**config.mk**
```make
export PLATFORM = sky130hd
export DESIGN_NAME = i2c_slave_ctrl
export DESIGN_NICKNAME = d
export VERILOG_FILES = /design/src/rtl/i2c_slave_pkg.sv /design/src/rtl/i2c_bus_sync.sv /design/src/rtl/i2c_slave_ctrl.sv
export SDC_FILE = /design/constraint.sdc
export NUM_CORES = 1
export LEC_CHECK = 0
export BUFFER_PORTS_ARGS = -buffer_cell sky130_fd_sc_hd__buf_2
export CAP_MARGIN = 20
export CORE_UTILIZATION = 50
export DETAILED_ROUTE_END_ITERATION = 16
export GPL_ROUTABILITY_DRIVEN = 0
export PLACE_DENSITY = 0.72
export SLEW_MARGIN = 0
export SYNTH_ARGS = -nofsm -noshare
export SYNTH_HDL_FRONTEND = slang
export SYNTH_HIERARCHICAL = 1
export SYNTH_SLANG_ARGS = --single-unit
export TNS_END_PERCENT = 20
```
**constraint.sdc**
```tcl
create_clock -name i_ck -period 2.53 [get_ports i_ck]
set_clock_uncertainty 0.15 [all_clocks]
set_input_delay 0.253 -clock i_ck [delete_from_list [all_inputs] [get_ports i_ck]]
set_output_delay 0.253 -clock i_ck [all_outputs]
set_load 0.02 [all_outputs]
```
**src/rtl/i2c_slave_pkg.sv**
```systemverilog
// Shared widths, default device address and FSM state encoding for the I2C slave engine.
package i2c_slave_pkg;
    localparam int I2C_ADDR_W = 7;
    localparam int REG_ADDR_W = 4;
    localparam int DATA_W     = 8;
    localparam logic [I2C_ADDR_W-1:0] DEFAULT_SLAVE_ADDR = 7'h50;

    typedef enum logic [3:0] {
        ST_IDLE,
        ST_DEV_ADDR,
        ST_ACK_DEV,
        ST_REG_ADDR,
        ST_ACK_REG,
        ST_WR_DATA,
        ST_ACK_WR,
        ST_RD_FETCH,
        ST_RD_DATA,
        ST_RD_ACK,
        ST_WAIT_STOP
    } state_t;
endpackage

```
**src/rtl/i2c_bus_sync.sv**
```systemverilog
// Brings SCL/SDA into the system clock domain and derives single-cycle edge,
// START and STOP pulses from the synchronised levels.
module i2c_bus_sync #(
    parameter int SYNC_STAGES = 2
) (
    input  logic i_ck,
    input  logic i_rstn,
    input  logic i_scl,
    input  logic i_sda,
    output logic o_sda,
    output logic o_scl_rise,
    output logic o_scl_fall,
    output logic o_start,
    output logic o_stop
);
    logic [SYNC_STAGES-1:0] scl_sync_reg;
    logic [SYNC_STAGES-1:0] sda_sync_reg;
    logic                   scl_d_reg;
    logic                   sda_d_reg;
    logic                   scl_s;
    logic                   sda_s;

    // Flops reset to the idle bus level so leaving reset never fakes an edge.
    always_ff @(posedge i_ck or negedge i_rstn) begin
        if (!i_rstn) begin
            scl_sync_reg <= '1;
            sda_sync_reg <= '1;
            scl_d_reg    <= 1'b1;
            sda_d_reg    <= 1'b1;
        end else begin
            scl_sync_reg <= {scl_sync_reg[SYNC_STAGES-2:0], i_scl};
            sda_sync_reg <= {sda_sync_reg[SYNC_STAGES-2:0], i_sda};
            scl_d_reg    <= scl_s;
            sda_d_reg    <= sda_s;
        end
    end

    assign scl_s      = scl_sync_reg[SYNC_STAGES-1];
    assign sda_s      = sda_sync_reg[SYNC_STAGES-1];
    assign o_sda      = sda_s;
    assign o_scl_rise = scl_s & ~scl_d_reg;
    assign o_scl_fall = ~scl_s & scl_d_reg;
    assign o_start    = scl_s & scl_d_reg & sda_d_reg & ~sda_s;
    assign o_stop     = scl_s & scl_d_reg & ~sda_d_reg & sda_s;
endmodule

```
**src/rtl/i2c_slave_ctrl.sv**
```systemverilog
// I2C slave protocol engine: address match, register pointer, single-cycle
// strobes to the 16x8 register bank and serialisation of read data onto SDA.
module i2c_slave_ctrl
    import i2c_slave_pkg::*;
#(
    parameter logic [I2C_ADDR_W-1:0] SLAVE_ADDR  = DEFAULT_SLAVE_ADDR,
    parameter int                    SYNC_STAGES = 2
) (
    input  logic                  i_ck,
    input  logic                  i_rstn,
    input  logic                  i_scl,
    input  logic                  i_sda,
    output logic                  o_sda_oe,
    output logic                  o_ram_csn,
    output logic                  o_ram_rw,
    output logic [REG_ADDR_W-1:0] o_ram_addr,
    output logic [DATA_W-1:0]     o_ram_wdata,
    input  logic [DATA_W-1:0]     i_ram_rdata,
    output logic                  o_busy
);
    logic scl_rise, scl_fall, bus_start, bus_stop, sda_s;

    i2c_bus_sync #(.SYNC_STAGES(SYNC_STAGES)) u_bus_sync (
        .i_ck      (i_ck),
        .i_rstn    (i_rstn),
        .i_scl     (i_scl),
        .i_sda     (i_sda),
        .o_sda     (sda_s),
        .o_scl_rise(scl_rise),
        .o_scl_fall(scl_fall),
        .o_start   (bus_start),
        .o_stop    (bus_stop)
    );

    state_t                  state_reg;
    logic [DATA_W-1:0]       shift_reg;
    logic [3:0]              bit_cnt_reg;
    logic [REG_ADDR_W-1:0]   ptr_reg;
    logic [1:0]              fetch_ph_reg;
    logic                    ack_on_reg;
    logic                    rw_bit_reg;
    logic                    sda_oe_reg, csn_reg, rw_reg, busy_reg;
    logic [REG_ADDR_W-1:0]   addr_reg;
    logic [DATA_W-1:0]       wdata_reg;
    logic [DATA_W-1:0]       byte_in;

    assign byte_in = {shift_reg[DATA_W-2:0], sda_s};

    always_ff @(posedge i_ck or negedge i_rstn) begin
        if (!i_rstn) begin
            state_reg    <= ST_IDLE;
            shift_reg    <= '0;
            bit_cnt_reg  <= '0;
            ptr_reg      <= '0;
            fetch_ph_reg <= '0;
            ack_on_reg   <= 1'b0;
            rw_bit_reg   <= 1'b0;
            sda_oe_reg   <= 1'b0;
            csn_reg      <= 1'b1;
            rw_reg       <= 1'b1;
            busy_reg     <= 1'b0;
            addr_reg     <= '0;
            wdata_reg    <= '0;
        end else begin
            csn_reg <= 1'b1;
            rw_reg  <= 1'b1;
            if (bus_start) begin
                state_reg   <= ST_DEV_ADDR;
                bit_cnt_reg <= '0;
                ack_on_reg  <= 1'b0;
                sda_oe_reg  <= 1'b0;
                busy_reg    <= 1'b1;
            end else if (bus_stop) begin
                state_reg  <= ST_IDLE;
                ack_on_reg <= 1'b0;
                sda_oe_reg <= 1'b0;
                busy_reg   <= 1'b0;
            end else begin
                case (state_reg)
                    ST_IDLE, ST_WAIT_STOP: sda_oe_reg <= 1'b0;
                    ST_DEV_ADDR, ST_REG_ADDR, ST_WR_DATA: begin
                        if (scl_rise) begin
                            shift_reg   <= byte_in;
                            bit_cnt_reg <= bit_cnt_reg + 4'd1;
                            if (bit_cnt_reg == 4'd7) begin
                                ack_on_reg <= 1'b0;
                                if (state_reg == ST_DEV_ADDR) begin
                                    rw_bit_reg <= sda_s;
                                    state_reg  <= (byte_in[DATA_W-1:1] == SLAVE_ADDR) ?
                                                  ST_ACK_DEV : ST_WAIT_STOP;
                                end else if (state_reg == ST_REG_ADDR) begin
                                    ptr_reg   <= byte_in[REG_ADDR_W-1:0];
                                    state_reg <= ST_ACK_REG;
                                end else begin
                                    wdata_reg <= byte_in;
                                    csn_reg   <= 1'b0;
                                    rw_reg    <= 1'b0;
                                    addr_reg  <= ptr_reg;
                                    ptr_reg   <= ptr_reg + REG_ADDR_W'(1);
                                    state_reg <= ST_ACK_WR;
                                end
                            end
                        end
                    end
                    ST_ACK_DEV, ST_ACK_REG, ST_ACK_WR: begin
                        if (scl_fall) begin
                            if (!ack_on_reg) begin
                                sda_oe_reg <= 1'b1;
                                ack_on_reg <= 1'b1;
                            end else begin
                                sda_oe_reg  <= 1'b0;
                                ack_on_reg  <= 1'b0;
                                bit_cnt_reg <= '0;
                                state_reg   <= (state_reg == ST_ACK_DEV) ? ST_REG_ADDR : ST_WR_DATA;
                            end
                        end else if (scl_rise && ack_on_reg && rw_bit_reg && state_reg == ST_ACK_DEV) begin
                            // Read: fetch during the ACK clock so bit 7 replaces the ACK on its falling edge.
                            ack_on_reg   <= 1'b0;
                            fetch_ph_reg <= '0;
                            state_reg    <= ST_RD_FETCH;
                        end
                    end
                    ST_RD_FETCH: begin
                        fetch_ph_reg <= fetch_ph_reg + 2'd1;
                        if (fetch_ph_reg == 2'd0) begin
                            csn_reg  <= 1'b0;
                            rw_reg   <= 1'b1;
                            addr_reg <= ptr_reg;
                        end else if (fetch_ph_reg == 2'd2) begin
                            shift_reg   <= i_ram_rdata;
                            ptr_reg     <= ptr_reg + REG_ADDR_W'(1);
                            bit_cnt_reg <= '0;
                            state_reg   <= ST_RD_DATA;
                        end
                    end
                    ST_RD_DATA: begin
                        if (scl_fall) begin
                            if (bit_cnt_reg == 4'd8) begin
                                sda_oe_reg <= 1'b0;
                                state_reg  <= ST_RD_ACK;
                            end else begin
                                sda_oe_reg  <= ~shift_reg[DATA_W-1];
                                shift_reg   <= {shift_reg[DATA_W-2:0], 1'b0};
                                bit_cnt_reg <= bit_cnt_reg + 4'd1;
                            end
                        end
                    end
                    ST_RD_ACK: begin
                        if (scl_rise) begin
                            fetch_ph_reg <= '0;
                            state_reg    <= sda_s ? ST_WAIT_STOP : ST_RD_FETCH;
                        end
                    end
                    default: begin
                        sda_oe_reg <= 1'b0;
                        state_reg  <= ST_IDLE;
                    end
                endcase
            end
        end
    end

    assign o_sda_oe    = sda_oe_reg;
    assign o_ram_csn   = csn_reg;
    assign o_ram_rw    = rw_reg;
    assign o_ram_addr  = addr_reg;
    assign o_ram_wdata = wdata_reg;
    assign o_busy      = busy_reg;
endmodule
```
* Word-level counts from Yosys, hierarchy flattened
Index checks and enable logic that the tools add are counted.
** Storage, ports and cells
- Logic and storage cells :: 185
- Register bits after elaboration :: 46
- Input port bits :: 12
** Cells by class
- Equal/unequal tests :: 46
- Bitwise logic cells :: 16
- Add/subtract/negate cells :: 3
- Muxes and demuxes :: 78
- Reduce and logical (&&, ||, !) cells :: 25
** Operators by type and width (count)
- 2-to-1 mux 4 bit :: 35
- 2-to-1 mux 8 bit :: 5
- != test 4 bit, second input constant :: 8
- != test 2 bit, second input constant :: 13
- 2-to-1 mux 1 bit :: 24
- != test 3 bit, second input constant :: 8
- case mux 4 bit (6 select lines) :: 1
- case mux 8 bit (3 select lines) :: 1
- AND reduction 8 bit :: 3
- == test 4 x 3 -> 1 bit, second input constant :: 5
- == test 4 bit, second input constant :: 4
- case mux 4 bit (2 select lines) :: 2
- case mux 4 bit (4 select lines) :: 1
- AND reduction 6 bit :: 2
- != test 5 bit, second input constant :: 2
- AND reduction 10 bit :: 1
- inverter 1 bit :: 9
- AND reduction 9 bit :: 1
- adder 4 x 1 -> 4 bit, second input constant :: 2
- == test 4 x 2 -> 1 bit, second input constant :: 2
- 2-to-1 mux 2 bit :: 4
- AND 1 bit :: 7
- == test 7 bit, second input constant :: 1
- AND reduction 7 bit :: 1
- 20 further kinds :: 26

* Longest topological paths before layout
Gate-level depths: netlist of run 1.
- Depth after elaboration :: 10
- Gate-level depth with buffers :: 8
- Depth with buffers taken out :: 7

* By module
Netlist of run 1, hierarchy kept.
** Modules (own cells, without submodules)
- i2c_slave_ctrl :: area an instance 2343.5 µm², seq. area each 1003.5 µm², instances 1, cells an instance 245
- i2c_bus_sync :: area an instance 190.2 µm², seq. area each 157.7 µm², instances 1, cells an instance 10

* Worst setup path before layout of run 1
OpenSTA, ideal clock, no wires.
- Path type :: reg2reg
- Start point :: register u_bus_sync.sda_sync_reg[1]
- End point :: register addr_reg[0], in the netlist o_ram_addr[0]
- Data arrival time :: 2.125 ns
- Period minus slack after synthesis :: 2.400 ns
- Setup time :: 0.125 ns
- Setup slack :: 0.130 ns
- Stages on the path, launching flop included :: 8
- Buffers on the path :: 1
- Cell sequence :: dfstp_2 and4b_1 or2_1 clkbuf_1 nor3_1 nand2_1 a21oi_1 mux2_2
** On the way
- Longest elaborated chain between the ends :: 4
** Ends and longest elaborated chain
- start: declaration :: line i2c_bus_sync.sv:17 : logic [SYNC_STAGES-1:0] sda_sync_reg;
- start signal: assignment :: line i2c_bus_sync.sv:32 : sda_sync_reg <= {sda_sync_reg[SYNC_STAGES-2:0], i_sda};
- inverter 1 bit :: line i2c_bus_sync.sv:43 : assign o_start = scl_s & scl_d_reg & sda_d_reg & ~sda_s;
- AND 1 bit :: line i2c_bus_sync.sv:43
- net bus_start :: line i2c_slave_ctrl.sv:21 : logic scl_rise, scl_fall, bus_start, bus_stop, sda_s;
- inverter 1 bit (no line)
- AND reduction 8 bit (no line)
- end signal: assignment :: line i2c_slave_ctrl.sv:98 : addr_reg <= ptr_reg;
- end signal: assignment :: line i2c_slave_ctrl.sv:128 : addr_reg <= ptr_reg;
- end: declaration :: line i2c_slave_ctrl.sv:43 : logic [REG_ADDR_W-1:0] addr_reg;
The timed path passes the listed nets, and every way through them passes these cells.
A chain may end at the register's enable or synchronous reset.

* Worst setup path after layout of run 1
- Start point :: register u_bus_sync.sda_sync_reg[1]
- End point :: register state_reg[0]
** RTL lines
- AND 1 bit (*) :: line i2c_bus_sync.sv:44 : assign o_stop = scl_s & scl_d_reg & ~sda_d_reg & sda_s;
- net bus_stop :: line i2c_slave_ctrl.sv:21
- != test 5 bit (no line) (tied with other cells)
- AND reduction 10 bit (no line) or 2-to-1 mux 4 bit (tied branches)
- end signal: assignment :: line i2c_slave_ctrl.sv:89 : state_reg <= (byte_in[DATA_W-1:1] == SLAVE_ADDR) ?
- end signal: assignment :: line i2c_slave_ctrl.sv:114 : state_reg <= (state_reg == ST_ACK_DEV) ? ST_REG_ADDR : ST_WR_DATA;
- end signal: assignment :: line i2c_slave_ctrl.sv:151 : state_reg <= sda_s ? ST_WAIT_STOP : ST_RD_FETCH;
- end: declaration :: line i2c_slave_ctrl.sv:35 : state_t state_reg;
The timed path passes the listed nets; every way through them passes the cells marked *. The select of a mux whose other input is x is not followed.

==> run_results.csv, run 1 <==
group,metric,value,unit
synthesis,synth_fa_ha_area_share,2.469,%
cts,clock_sinks,46,
routing,ant_nets,0,
timing,rsz0062_at_grt,"false",
routing,num_vias,2106,
synthesis,avgSynthCellArea,9.936,sq um
synthesis,synth_largest_area_cell,"dfrtp_1",
placed_design,dp_slack,0.1402,ns
min_path,hp-class,"in2reg",
timing,slew_headroom,40.84,%
timing,hold_viol,0,
critical_path,cp_max_fo,10,
finish,diodes,0,
cts,cts_buffers,5,
finish,final_cells,370,
finish,area_growth,17.53,%
synthesis,yosys-top-cells-count,"dfrtp_1, nand2_1, nor2_1",
cts,clock_path_buffers,2,
synthesis,synth_enable_flop_cells,0,
synthesis,yosysUniqueCellTypes,56,
finish,fin_nets,319,
routing,drt_first_pass_iters,5,
critical_path,cp-start-kind,"flip-flop",
timing,finalCriticalPeriod,2.406,ns
synthesis,ys_seq_elements,46,
power_and_ir_drop,pwr_density_cell,1009,nW/um^2
synthesis,synth.area.top_cells,"dfrtp_1, dfstp_2, mux2_2",
die,core.rowCount,25,
synthesis,synth_top_area_share,37.53,%
critical_path,cp_data_required_time,2.57,ns
timing,max_clock_freq,415.7,MHz
synthesis,netlist_instances,255,
timing,fin_crit_sh,95.08,%
routing,wl,5.446,mm
critical_path,critPathCaptureType,"flip-flop",
cts,clock_latency,0.30,ns
synthesis,synth_area,2534,sq um
cts,post_cts_buffers,0,
synthesis,synth_mux_area_share,10.17,%
placed_design,port_buffers,27,
cts,root_buffer,"clkbuf_8",
synthesis,synthSimpleGateAreaFrac,20.30,%
cts,path_clk_slew,0.09,ns
timing,setup_viol,0,
grt,grt_max_degree,43,
routing,drt-vias-per-instance,5.692,
placed_design,placed_cells,359,
critical_path,cp.arrival,2.45,ns
power_and_ir_drop,power.leakage,0.001375,uW
die,core,4786,sq um
timing,fin_tns_setup,0,ns
grt,grt_pass1_vias,1890,
grt,overflow,0,
finish,fillerInstances,408,
cts,cts_tree,"built",
placed_design,dp_hpwl,3.928,mm
timing,slew_violations,0,
power_and_ir_drop,vdd_ir_drop_max,461.4,uV
timing,setup_slack,0.1244,ns
die,pin_count,28,
synthesis,synth_warnings,6,
synthesis,synth-compound-area-share,16.84,%
synthesis,yosysSeqAreaShare,45.83,%
routing,drc,0,
die,dieWidth,73.19,um
synthesis,async_flop_share,100.0,%
finish,fin_util,62.22,%
grt,grt_pass1_wl,9.101,mm
critical_path,worstSetupPathType,"reg2reg",
run,drv_cap,0,
synthesis,synth_top_family_by_area,"simple AND/OR/NAND/NOR gates",
finish,layout-drive-gt1-share,31.02,%
die,die_height,73.19,um
die,fp.dieArea,5356,sq um
grt,gr-usage-all-layers,22.22,%
timing,worst_pin_slew,0.8874,ns
synthesis,synth_ff_type,"dfrtp_1",
grt,antenna_found_initial,0,
synthesis,syn-num-nets,272,
die,start_util,52.94,%
routing,drt_iter0_markers,212,
synthesis,yosysMostFrequentCell,"dfrtp_1",
routing,wl_per_cell,14.72,um
synthesis,synth_xor_xnor_area_share,0,%
cts,h-tree-depth,2,
status,status,"finished clean",
==> worst paths after layout <==
path | to | slack [ns] | cells after the start | start
max in group asynchronous | u_bus_sync/scl_sync_reg[0]$_DFF_PN1_ | 1.06 | 3 | i_rstn
min reg2reg | u_bus_sync/sda_sync_reg[1]$_DFF_PN1_ | 0.21 | 0 | u_bus_sync/sda_sync_reg[0]$_DFF_PN1_
min in group asynchronous | o_ram_wdata[3]$_DFFE_PN0P_ | 0.46 | 2 | i_rstn
min | shift_reg[5]$_DFFE_PN0P_ | 0.04 | 3 | i_ram_rdata[5]
max reg2reg | state_reg[0]$_DFFE_PN0P_ | 0.12 | 6 | u_bus_sync/sda_sync_reg[1]$_DFF_PN1_
max | state_reg[0]$_DFFE_PN0P_ | 0.12 | 6 | u_bus_sync/sda_sync_reg[1]$_DFF_PN1_
==> metrics by stage <==
step / power (uW) / hold WS [ns] / area (sq um)
global placement: 2522 / 0.1961 / 2855
finish: 3003 / 0.04326 / 2978
global route: 3228 / 0.03741 / 2978
detailed placement: 2542 / 0.1981 / 2855
floorplan: 2169 / -0.1926 / 2534
CTS: 3007 / 0.03752 / 2975
==> critical path: stages, from the launching register on <==
cell and delay, ns:
dfstp_2 0.64, and4b_1 0.33, or2_1 0.25, nor2_1 0.08
a32oi_2 0.23, o2111ai_2 0.26, mux2_4 0.36
==> power by group <==
group	internal [uW]	switching [uW]	total (uW)
combinational	639	751	1390
sequential	924	239	1160
clock	194	256	450
total	1760	1250	3000
==> routing by layer <==
layer	track usage, %	share of wire (%)	wire (um)	vias up
met2	32.61	44	2416	87
li1	-	-	-	1017
met3	4.420	6.2	339	8
met5	0	0	0	-
met4	7.190	1.4	74	0
met1	32.77	48	2615	994
==> cells by family (layout without fill, tap and decap cells) <==
logic type | Yosys count | after routing
multiplexers | 23 | 23
AO/OA/AOI/OAI | 56 | 56
buffers and inverters | 24 | 72
adder cells (fa/ha/maj) | 5 | 5
AND/OR/NAND/NOR | 101 | 101
flip-flops | 46 | 46
==> layout make-up <==
| cell class | instances | area (sq um) | area share, % |
|---|---|---|---|
| tap | 67 | 83.83 | 2.815 |
| clock inverter | 3 | 21.27 | 0.7143 |
| sequential | 46 | 1164 | 39.08 |
| timing repair buffer | 53 | 337.8 | 11.34 |
| multi-input combinational | 185 | 1261 | 42.35 |
| inverter | 11 | 41.29 | 1.387 |
| clock buffer | 5 | 68.82 | 2.311 |
==> layout by cell type, fill, tap and decap left out, types with 2 or more instances in the layout <==
cell           synthesis  layout
o21ai_0                6       6
buf_4                  2      23
nor4_1                 2       2
ha_1                   5       5
dfrtp_1               38      36
mux2_2                13      13
nand2b_1               9       9
inv_1                  9       9
and4b_1                3       3
a211oi_1               2       2
o21ai_1                2       2
nor2b_1                4       4
mux2i_1                7       7
o32ai_1                3       3
dfstp_2                8       8
clkbuf_8               0       5
a31oi_1               12      12
mux2_4                 2       2
dlygate4sd3_1          0       3
nor2_1                21      21
nand2_1               30      30
o22ai_1                2       2
a21oi_1                8       8
or4_4                  2       2
o21bai_1               2       2
inv_2                  2       2
nand3_1               11      11
dfrtp_2                0       2
nor3_1                10      10
a21o_1                 2       2
buf_2                  5      27
o21a_1                 2       2
==> what timing repair did <==
item | in CTS | in global routing
endpoints found under the hold margin | 40 | 0
setup endpoints to repair | 0 | 3
gates resized for setup | 0 | 2
hold buffers | 3 | 0
Note: power is estimated with default switching activity, not from simulation.
==> run 2, diff against run 1 <==
--- a/config.mk
+++ b/config.mk
@@ -5,6 +5,7 @@
 export SDC_FILE = /design/constraint.sdc
 export NUM_CORES = 1
 export LEC_CHECK = 0
+export ABC_AREA = 1
 export BUFFER_PORTS_ARGS = -buffer_cell sky130_fd_sc_hd__buf_2
 export CAP_MARGIN = 20
 export CORE_UTILIZATION = 50
==> run 2 against run 1 <==
  * Wire length is 2.5% lower
  * Critical path depth grew 2
  * Sequential share of layout area up 0.63 points
  * Hold slack improved by 0.054 ns
  * Fmax rose by 9.8%
  * Non-clock buffer count shrank 20
  * Register-to-register slack improved by 0.21 ns
  * Worst setup slack better by 0.21 ns
  * Sequential cell count stayed put
  * First-iteration DRC count fell by 17%
  * Sequential power down 5%
  * Critical endpoint is now ptr_reg[2]$_DFFE_PN0P_
  * Largest power group unchanged
  * Highest routed layer unchanged
==> run_results.csv, run 2 <==
group,metric,value,unit
min_path,min_path_cells,3,
power_and_ir_drop,pwr-share-seq,34.9,%
cts,root_buffer,"clkbuf_8",
routing,num_vias,2181,
finish,final_cells,436,
die,pin_count,28,
routing,drt_first_pass_iters,4,
routing,drt-vias-per-instance,5.002,
die,die_height,73.64,um
finish,diodes,0,
synthesis,synth_largest_area_cell,"dfrtp_1",
synthesis,synth_enable_flop_cells,0,
grt,grt_max_degree,27,
routing,wl,5.311,mm
grt,antenna_found_initial,0,
grt,grt_pass1_wl,8.818,mm
grt,gr-usage-all-layers,21.29,%
timing,slew_headroom,67.54,%
timing,setup_viol,0,
min_path,hp-start,"i_ram_rdata[5]",
critical_path,worstSetupPathType,"reg2reg",
grt,overflow,0,
timing,worst_pin_slew,0.4869,ns
finish,layout_commonest_cell,"nand2_1",
critical_path,rr_worst_depth,8,
finish,final_area,2924,sq um
finish,layout-drive-gt1-share,21.14,%
cts,cts_buffers,5,
cts,h-tree-depth,2,
power_and_ir_drop,clockPowerShare,20.7,%
status,status,"finished clean",
synthesis,syn-num-nets,351,
power_and_ir_drop,p_sw_share,43.06,%
timing,max_clock_freq,456.5,MHz
critical_path,r2r_end,"ptr_reg[2]$_DFFE_PN0P_",
critical_path,cp_data_required_time,2.55,ns
power_and_ir_drop,net-switching-power,1357,uW
routing,drc,0,
synthesis,yosysSeqAreaShare,45.25,%
synthesis,avgSynthCellArea,7.683,sq um
critical_path,cp_max_fo,8,
cts,path_clk_slew,0.09,ns
timing,fin_crit_sh,86.59,%
die,start_util,53.27,%
routing,drt_iter0_markers,177,
synthesis,ys_seq_elements,46,
cts,cts_tree,"built",
synthesis,async_flop_share,100.0,%
placed_design,port_buffers,27,
power_and_ir_drop,combPwrFrac,44.4,%
cts,hold_buffers,3,
die,core,4817,sq um
cts,clock_sinks,46,
synthesis,synth_warnings,6,
timing,rsz0062_at_grt,"false",
cts,cts_resized,0,
finish,area_growth,13.94,%
critical_path,r2r_start,"u_bus_sync/sda_sync_reg[1]$_DFF_PN1_",
routing,ant_nets,0,
synthesis,yosysUniqueCellTypes,30,
timing,finalCriticalPeriod,2.191,ns
cts,clock_path_buffers,2,
placed_design,dp_slack,0.3554,ns
synthesis,synth_area,2566,sq um
die,fp.dieArea,5423,sq um
critical_path,critPathCaptureType,"flip-flop",
power_and_ir_drop,vdd_ir_drop_max,610.0,uV
cts,clock_latency,0.30,ns
grt,grt_pass1_vias,1876,
placed_design,placed_cells,425,
synthesis,synth_ff_type,"dfrtp_1",
power_and_ir_drop,power.leakage,0.001500,uW
critical_path,cp.arrival,2.21,ns
critical_path,reg2reg_setup_slack,0.34,ns
synthesis,yosysMostFrequentCell,"nand2_1",
timing,setup_slack,0.3394,ns
power_and_ir_drop,pwr_density_cell,1078,nW/um^2
power_and_ir_drop,p_int,1795,uW
timing,fin_tns_setup,0,ns
placed_design,dp_hpwl,4.013,mm
synthesis,synth_top_area_share,37.06,%
finish,fin_nets,385,
die,core.rowCount,25,
run,drv_cap,0,
placed_design,placed_area,2756,sq um
synthesis,synth.area.top_cells,"dfrtp_1, nand2_1, dfstp_2",
die,dieWidth,73.64,um
timing,hold_viol,0,
synthesis,netlist_instances,334,
synthesis,yosys-top-cells-count,"nand2_1, dfrtp_1, inv_1",
routing,wl_per_cell,12.18,um
finish,mostFrequentLayoutCells,"nand2_1, dfrtp_1, inv_1",
min_path,hold_path_end,"shift_reg[5]$_DFFE_PN0P_",
min_path,hp-class,"in2reg",
timing,slew_violations,0,
critical_path,cp-start-kind,"flip-flop",
finish,fillerInstances,438,
cts,post_cts_buffers,0,
-- run 2: layout make-up --
| type | instances | area (sq um) | area share, % |
|---|---|---|---|
| clock buffers | 5 | 68.82 | 2.353 |
| flip-flops and latches | 46 | 1161 | 39.71 |
| clock inverters | 3 | 68.82 | 2.353 |
| well taps | 67 | 83.83 | 2.867 |
| repair buffers | 33 | 187.7 | 6.418 |
| inverters | 35 | 131.4 | 4.493 |
| multi-input cells | 247 | 1222 | 41.81 |
-- run 2: power by group through the flow --
stage | Combinational [uW] | Sequential, uW | Clock (uW)
global route | 1590 | 1130 | 699
CTS | 1400 | 1100 | 669
finish | 1400 | 1100 | 653
floorplan | 1150 | 1090 | 0
global placement | 1370 | 1110 | 0
detailed placement | 1390 | 1110 | 0
-- run 2: cells by family (layout without fill, tap and decap cells) --
family	after synthesis	in the layout	share of synthesized area [%]
compound gates	51	51	11.80
xor+xnor	4	4	1.365
simple gates	184	184	30.86
fa+ha+maj	5	5	2.438
flops	46	46	45.25
buf+inv	41	76	7.118
mux	3	3	1.170
-- run 2: how the worst max path moves through the flow --
stage                                                     from  slack (ns)                    endpoint  depth (start not counted)
after floorplan           u_bus_sync/scl_sync_reg[1]$_DFF_PN1_        0.64  o_ram_wdata[6]$_DFFE_PN0P_                         10
after global placement    u_bus_sync/sda_sync_reg[1]$_DFF_PN1_        0.46      ptr_reg[2]$_DFFE_PN0P_                          8
after detailed placement  u_bus_sync/sda_sync_reg[1]$_DFF_PN1_        0.36      ptr_reg[2]$_DFFE_PN0P_                          8
after CTS                 u_bus_sync/sda_sync_reg[1]$_DFF_PN1_        0.32      ptr_reg[2]$_DFFE_PN0P_                          8
after global routing      u_bus_sync/sda_sync_reg[1]$_DFF_PN1_        0.23      ptr_reg[2]$_DFFE_PN0P_                          8
final                     u_bus_sync/sda_sync_reg[1]$_DFF_PN1_        0.34      ptr_reg[2]$_DFFE_PN0P_                          8
-- run 2: worst max-delay path: stages, from the launching register on --
cell and delay (ns):
dfstp_2 0.58, inv_1 0.05, nand2_1 0.07, nor2_1 0.07, nor2_1 0.38, buf_4 0.24, nand3_1 0.10, a21oi_2 0.28
o21ai_0 0.15
-- run 2: per-stage QoR --
step           util (%)  power [uW]  hold WS [ns]
6_report          60.70        3152       0.09699
4_1_cts           60.70        3173       0.09316
3_5_place_dp      57.22        2505        0.1008
5_1_grt           60.70        3412       0.09981
3_3_place_gp      57.22        2482       0.09254
2_1_floorplan         -        2237       -0.1926
-- run 2: per-layer routing --
metal	track usage (%)	share of wire, %	vias to the layer above
li1	-	-	1124
met1	30.80	49	991
met2	32.62	45	60
met3	4.252	4.6	6
met4	5.556	1.2	0
met5	0	0	-
